**src/rtl/decode_sched_pkg.sv**
```systemverilog
// Shared types and latency constants for the decode request scheduler.
package decode_sched_pkg;

  typedef enum logic [1:0] {
    IDLE    = 2'd0,
    ISSUE   = 2'd1,
    HOLD    = 2'd2,
    CAPTURE = 2'd3
  } state_t;

  // Grant-to-done latencies in clk cycles.
  localparam int LAT_NORMAL = 3;
  localparam int LAT_CRIT   = 4;
  localparam int LAT_ERR    = 1;

endpackage

```
**src/rtl/decode_req_scheduler_rr_arbiter.sv**
```systemverilog
// Combinational round-robin arbiter: searches upward from ptr+1 with wrap-around.
module rr_arbiter #(
  parameter int NUM_REQ = 4,
  parameter int ID_W    = $clog2(NUM_REQ)
) (
  input  logic [NUM_REQ-1:0] req,
  input  logic [ID_W-1:0]    ptr,
  output logic [NUM_REQ-1:0] grant,
  output logic [ID_W-1:0]    gid,
  output logic               any
);

  always_comb begin
    logic [ID_W-1:0] cand;
    grant = '0;
    gid   = '0;
    any   = 1'b0;
    cand  = '0;
    for (int i = 1; i <= NUM_REQ; i++) begin
      cand = ID_W'((int'(ptr) + i) % NUM_REQ);
      if (!any && req[cand]) begin
        any         = 1'b1;
        grant[cand] = 1'b1;
        gid         = cand;
      end
    end
  end

endmodule

```
**src/rtl/decode_req_scheduler.sv**
```systemverilog
// Round-robin scheduler sharing one registered one-hot decode datapath among
// NUM_REQ requesters, with a one-cycle hold on the multicycle CRIT_INDEX path.
module decode_req_scheduler
  import decode_sched_pkg::*;
#(
  parameter int FANOUT     = 64,
  parameter int IO_SIZE    = $clog2(FANOUT),
  parameter int NUM_REQ    = 4,
  parameter int ID_W       = $clog2(NUM_REQ),
  parameter int CRIT_INDEX = 0
) (
  input  logic                       clk,
  input  logic                       reset,
  input  logic [NUM_REQ-1:0]         req_valid,
  input  logic [NUM_REQ*IO_SIZE-1:0] req_index,
  output logic [NUM_REQ-1:0]         req_ready,
  output logic [IO_SIZE-1:0]         dec_inpBus,
  output logic                       dec_enable,
  input  logic [FANOUT-1:0]          dec_outBus,
  output logic                       done_valid,
  output logic [ID_W-1:0]            done_id,
  output logic                       done_hit,
  output logic                       done_err,
  output logic                       busy
);

  localparam logic [IO_SIZE:0]   FANOUT_L = (IO_SIZE+1)'(FANOUT);
  localparam logic [IO_SIZE-1:0] CRIT_L   = IO_SIZE'(CRIT_INDEX);

  function automatic logic [FANOUT-1:0] onehot(input logic [IO_SIZE-1:0] i);
    return FANOUT'(1) << i;
  endfunction

  state_t              state, state_nxt;
  logic [ID_W-1:0]     ptr;
  logic [ID_W-1:0]     id_q;
  logic [IO_SIZE-1:0]  idx_q;
  logic [NUM_REQ-1:0]  grant;
  logic [ID_W-1:0]     gid;
  logic                any;
  logic [IO_SIZE-1:0]  idx_in;
  logic                in_range;
  logic                take;

  rr_arbiter #(
    .NUM_REQ (NUM_REQ),
    .ID_W    (ID_W)
  ) u_arb (
    .req   (req_valid),
    .ptr   (ptr),
    .grant (grant),
    .gid   (gid),
    .any   (any)
  );

  always_comb begin
    idx_in = '0;
    for (int r = 0; r < NUM_REQ; r++) begin
      if (grant[r]) idx_in = req_index[r*IO_SIZE +: IO_SIZE];
    end
  end

  assign in_range = {1'b0, idx_in} < FANOUT_L;

  // Grant is Mealy in IDLE; reset masks it because state alone reads as IDLE.
  always_comb begin
    state_nxt  = state;
    req_ready  = '0;
    take       = 1'b0;
    dec_enable = 1'b0;
    case (state)
      IDLE: begin
        if (any && !reset) begin
          req_ready = grant;
          take      = 1'b1;
          state_nxt = in_range ? ISSUE : IDLE;
        end
      end
      ISSUE: begin
        dec_enable = 1'b1;
        state_nxt  = (idx_q == CRIT_L) ? HOLD : CAPTURE;
      end
      HOLD: begin
        dec_enable = 1'b1;
        state_nxt  = CAPTURE;
      end
      CAPTURE: state_nxt = IDLE;
      default: state_nxt = IDLE;
    endcase
  end

  assign dec_inpBus = idx_q;
  assign busy       = (state != IDLE);

  always_ff @(posedge clk or posedge reset) begin
    if (reset) state <= IDLE;
    else       state <= state_nxt;
  end

  // Grant latch, pointer and registered completion.
  always_ff @(posedge clk or posedge reset) begin
    if (reset) begin
      ptr        <= ID_W'(NUM_REQ - 1);
      id_q       <= '0;
      idx_q      <= '0;
      done_valid <= 1'b0;
      done_id    <= '0;
      done_hit   <= 1'b0;
      done_err   <= 1'b0;
    end else begin
      done_valid <= 1'b0;
      done_hit   <= 1'b0;
      done_err   <= 1'b0;
      if (take) begin
        ptr   <= gid;
        id_q  <= gid;
        idx_q <= idx_in;
        if (!in_range) begin
          done_valid <= 1'b1;
          done_err   <= 1'b1;
          done_id    <= gid;
        end
      end
      if (state == CAPTURE) begin
        done_valid <= 1'b1;
        done_hit   <= (dec_outBus == onehot(idx_q));
        done_id    <= id_q;
      end
    end
  end

endmodule

```
**config.mk**
```make
export PLATFORM = sky130hd
export DESIGN_NAME = decode_req_scheduler
export DESIGN_NICKNAME = d
export VERILOG_FILES = /design/src/rtl/decode_sched_pkg.sv /design/src/rtl/decode_req_scheduler_rr_arbiter.sv /design/src/rtl/decode_req_scheduler.sv
export SDC_FILE = /design/constraint.sdc
export NUM_CORES = 1
export LEC_CHECK = 0
export CAP_MARGIN = 30
export CORE_MARGIN = 3
export CORE_UTILIZATION = 32
export CTS_BUF_LIST = sky130_fd_sc_hd__clkbuf_8
export CTS_CLUSTER_DIAMETER = 100
export CTS_CLUSTER_SIZE = 24
export DETAILED_ROUTE_END_ITERATION = 16
export GPL_ROUTABILITY_DRIVEN = 0
export RECOVER_POWER = 50
export SETUP_SLACK_MARGIN = 0.5
export SLEW_MARGIN = 20
export SYNTH_ARGS = -nofsm -noshare
export SYNTH_HDL_FRONTEND = slang
export SYNTH_SLANG_ARGS = --single-unit
```
**constraint.sdc**
```tcl
create_clock -name clk -period 6 [get_ports clk]
set_input_delay 1.5 -clock clk [delete_from_list [all_inputs] [get_ports clk]]
set_output_delay 1.5 -clock clk [all_outputs]
set_load 0.01 [all_outputs]
```
==> flow_metrics.env <==
export IMPL_pwr_share_comb_pct=73.5
export IMPL_hold_viol=0
export IMPL_root_buffer="clkbuf_8"
export IMPL_synth_top_cell_area_share_pct=11.5
export IMPL_min_path_type="flop to flop"
export IMPL_yosys_area_top_type="dfrtp_1"
export IMPL_setup_tns_final_ps=0
export IMPL_synthCells=429
export IMPL_min_period_ps=5310
export IMPL_cts_sinks=16
export IMPL_drive_above_1_share_pct=6.29
export IMPL_grt_pass1_wl_mm=18.5
export IMPL_setup_ws_ps=689
export IMPL_endpoint_kind="primary output"
export IMPL_required_ps=4500
export IMPL_slew_violations=0
export IMPL_synth_xor_area_share_pct=0.288
export IMPL_drtPass1Iterations=5
export IMPL_utilization_pct=46.6
export IMPL_vias=3820
export IMPL_setup_viol=0
export IMPL_skew_ps=5.24
export IMPL_avgSynthCellArea_um2=7.10
export IMPL_max_cap_violations=0
export IMPL_p_leak_nw=1.41
export IMPL_drcViolationCount=0
export IMPL_placed_cells=630
export IMPL_die_area_um2=10700
export IMPL_route_antenna_remaining_nets=0
export IMPL_slew_headroom_pct=35.3
export IMPL_vias_per_cell=6.02
export IMPL_htreeDepth=1
export IMPL_cp_max_fo=10
export IMPL_post_drt_wl_per_cell_um=18.6
export IMPL_start_util_pct=33.9
export IMPL_syn_nets=534
export IMPL_routed_top_layer="met4"
export IMPL_synth_mux_area_share_pct=4.23
export IMPL_core_um2=8980
export IMPL_whs_ps=483
export IMPL_wl_met1_mm=5.19
export IMPL_startpoint_type="input pin"
export IMPL_pwr_share_clk_pct=6.6
export IMPL_synth_compound_area_share_pct=35.3
export IMPL_numPortBuffers=109
export IMPL_diodes=0
export IMPL_period_share_pct=88.5
export IMPL_antenna_found_initial=0
export IMPL_wl_met3_um=995
export IMPL_route_met2_wl_mm=5.32
export IMPL_powerDensity_nw_per_um2=355
export IMPL_worstPathArrival_ps=3810
export IMPL_ys_flop_type="dfrtp_1"
export IMPL_criticalPathCategory="input pin to primary output"
export IMPL_synth_seq_cells=16
export IMPL_chipWidth_um=104
export IMPL_path_clk_slew_ps=70
export IMPL_synth_area_um2=3040
export IMPL_clock_path_buffers=2
export IMPL_rows=34
export IMPL_yosys_area_share_simple_pct=33.9
export IMPL_layout_cells_non_filler=635
export IMPL_insertion_delay_ps=250
export IMPL_cts_tree="built"
export IMPL_run_status="finished clean"
export IMPL_tightest_slew_ps=970
export IMPL_switching_share_pct=52.0
export IMPL_cts_buffers=3
export IMPL_fin_nets=615
export IMPL_synthAdderAreaFrac_pct=4.52
export IMPL_synthDistinctLibCells=73
export IMPL_hpwlAfterDp_mm=9.06
export IMPL_grt_max_degree=33
export IMPL_place_area_um2=4110
export IMPL_vdd_ir_drop_worst_v=0.000196
export IMPL_grt_pass1_vias=3561
export IMPL_synth_edf_count=0
export IMPL_fmax_mhz=188
export IMPL_rsz0062_at_grt="false"
export IMPL_ys_seq_area_share_pct=13.2
export IMPL_dp_slack_ps=237
export IMPL_pwr_share_seq_pct=19.9
export IMPL_synth_area_leaders="dfrtp_1, o21ai_0, nor2_1"
export IMPL_final_area_um2=4180
export IMPL_wl_mm=11.8
export IMPL_power_mw=1.49
export IMPL_p_switching_uw=772
export IMPL_pin_count=111
export IMPL_synth_top_family_by_area="compound AO/OA/AOI/OAI gates"
export IMPL_areaGrowthSynthToFinish_pct=37.4
export IMPL_async_flop_share_pct=100
export IMPL_track_usage_pct=20.6
export IMPL_p_int_uw=714
export IMPL_yosysWarnings=0
export IMPL_die_h_um=104
export IMPL_overflow=0
export IMPL_drt_iter0_markers=391
==> path summary, 6_finish.rpt <==
| kind | from | endpoint | slack [ps] | cells after the start |
|---|---|---|---|---|
| setup / recovery | req_valid[0] | req_ready[1] | 690 | 7 |
| hold / removal | id_q[1] | id_q[1] | 480 | 1 |
| setup reg to reg | ptr[0] | dec_inpBus[0] | 2440 | 10 |
| hold reg to reg | id_q[1] | id_q[1] | 480 | 1 |
| max in group asynchronous | reset | dec_inpBus[4] | 3820 | 2 |
| min in group asynchronous | reset | done_id[1] | 1780 | 2 |
==> metal layers <==
| layer | up-vias | track usage (%) |
|---|---|---|
| met1 | 1756 | 29.4 |
| met4 | 0 | 5.60 |
| li1 | 1822 | - |
| met3 | 30 | 4.42 |
| met5 | - | 0 |
| met2 | 212 | 31.4 |
==> cells by family after synthesis <==
| logic type | Yosys count |
|---|---|
| and+or+nand+nor | 188 |
| AOI/OAI and AO/OA | 151 |
| buffers and inverters | 51 |
| DFF | 16 |
| adders and majority gates | 11 |
| muxes | 10 |
| other | 1 |
| xor gates and xnor gates | 1 |
==> placed cells by master (no fill, tap or decap), drive strengths merged, types with 6 or more instances in the layout <==
master         count
nand2             35
or2                6
a221oi            11
nor4b              8
nor3              29
nand3b             6
nor4               6
nor2              45
o21a               6
ha                11
o21ai             35
inv               12
o22ai              9
dfrtp             14
o31ai              9
a21oi             27
nand4              7
o32ai              6
nand3              7
clkdlybuf4s50    101
nor2b              6
a2bb2oi            6
==> cell usage after synthesis, types with 3 or more instances <==
cell type	n
clkbuf_1	16
nand4bb_1	5
a21oi_1	27
nand3b_1	6
mux2_2	3
nand2b_1	5
a211oi_1	4
nor2_1	45
inv_1	12
or3_1	4
nor3b_1	3
a221oi_1	11
nand2_1	35
o32a_1	4
buf_4	5
dfrtp_1	14
o31ai_1	9
o22a_1	3
o21ai_0	34
o22ai_1	9
nor4_1	6
nor4b_1	8
o32ai_1	6
nand4b_1	4
a31oi_1	3
nor3_1	29
o21a_1	6
or2_2	5
buf_2	10
a2bb2oi_1	6
mux2i_1	5
buf_1	3
ha_1	11
o221ai_1	5
nand4_1	7
nor2b_1	6
nand3_1	7
==> power by group through the flow <==
stage                     Clock (mW)  Combinational (mW)  Sequential (mW)
after CTS                      0.101                1.09            0.293
final                         0.0978                1.09            0.295
after global routing           0.107                1.19            0.307
after floorplan                    0               0.824            0.212
after detailed placement           0                1.07            0.294
after global placement             0                1.07            0.293
==> worst max-delay path: stages <==
cell and delay (ps):
dlygate4sd2_1 330, mux4_2 570, a311oi_4 360, a221o_2 250, or2_0 130, and2_1 130, clkdlybuf4s50_1 540
==> repair_timing <==
action,in CTS,in global routing
pin swaps,1,0
hold endpoints to repair,0,0
buffers inserted,1,0
resized for setup,6,2
hold buffers,0,0
setup endpoints to repair,4,3
==> flip-flops by register name, summed over array words and instances, names as in the netlist <==
name and cells:
dec_inpBus 6, id_q 2, done_valid 1, ptr 2
done_hit 1, state 2, done_id 2
==> layout make-up <==
cell class	instances	area, um^2
clock buffers	4	55.1
fillers	892	4790
inverters	13	48.8
multi-input cells	362	2400
flip-flops and latches	16	403
well taps	126	158
repair buffers	114	1120
Power figures use the tool's default switching activity.
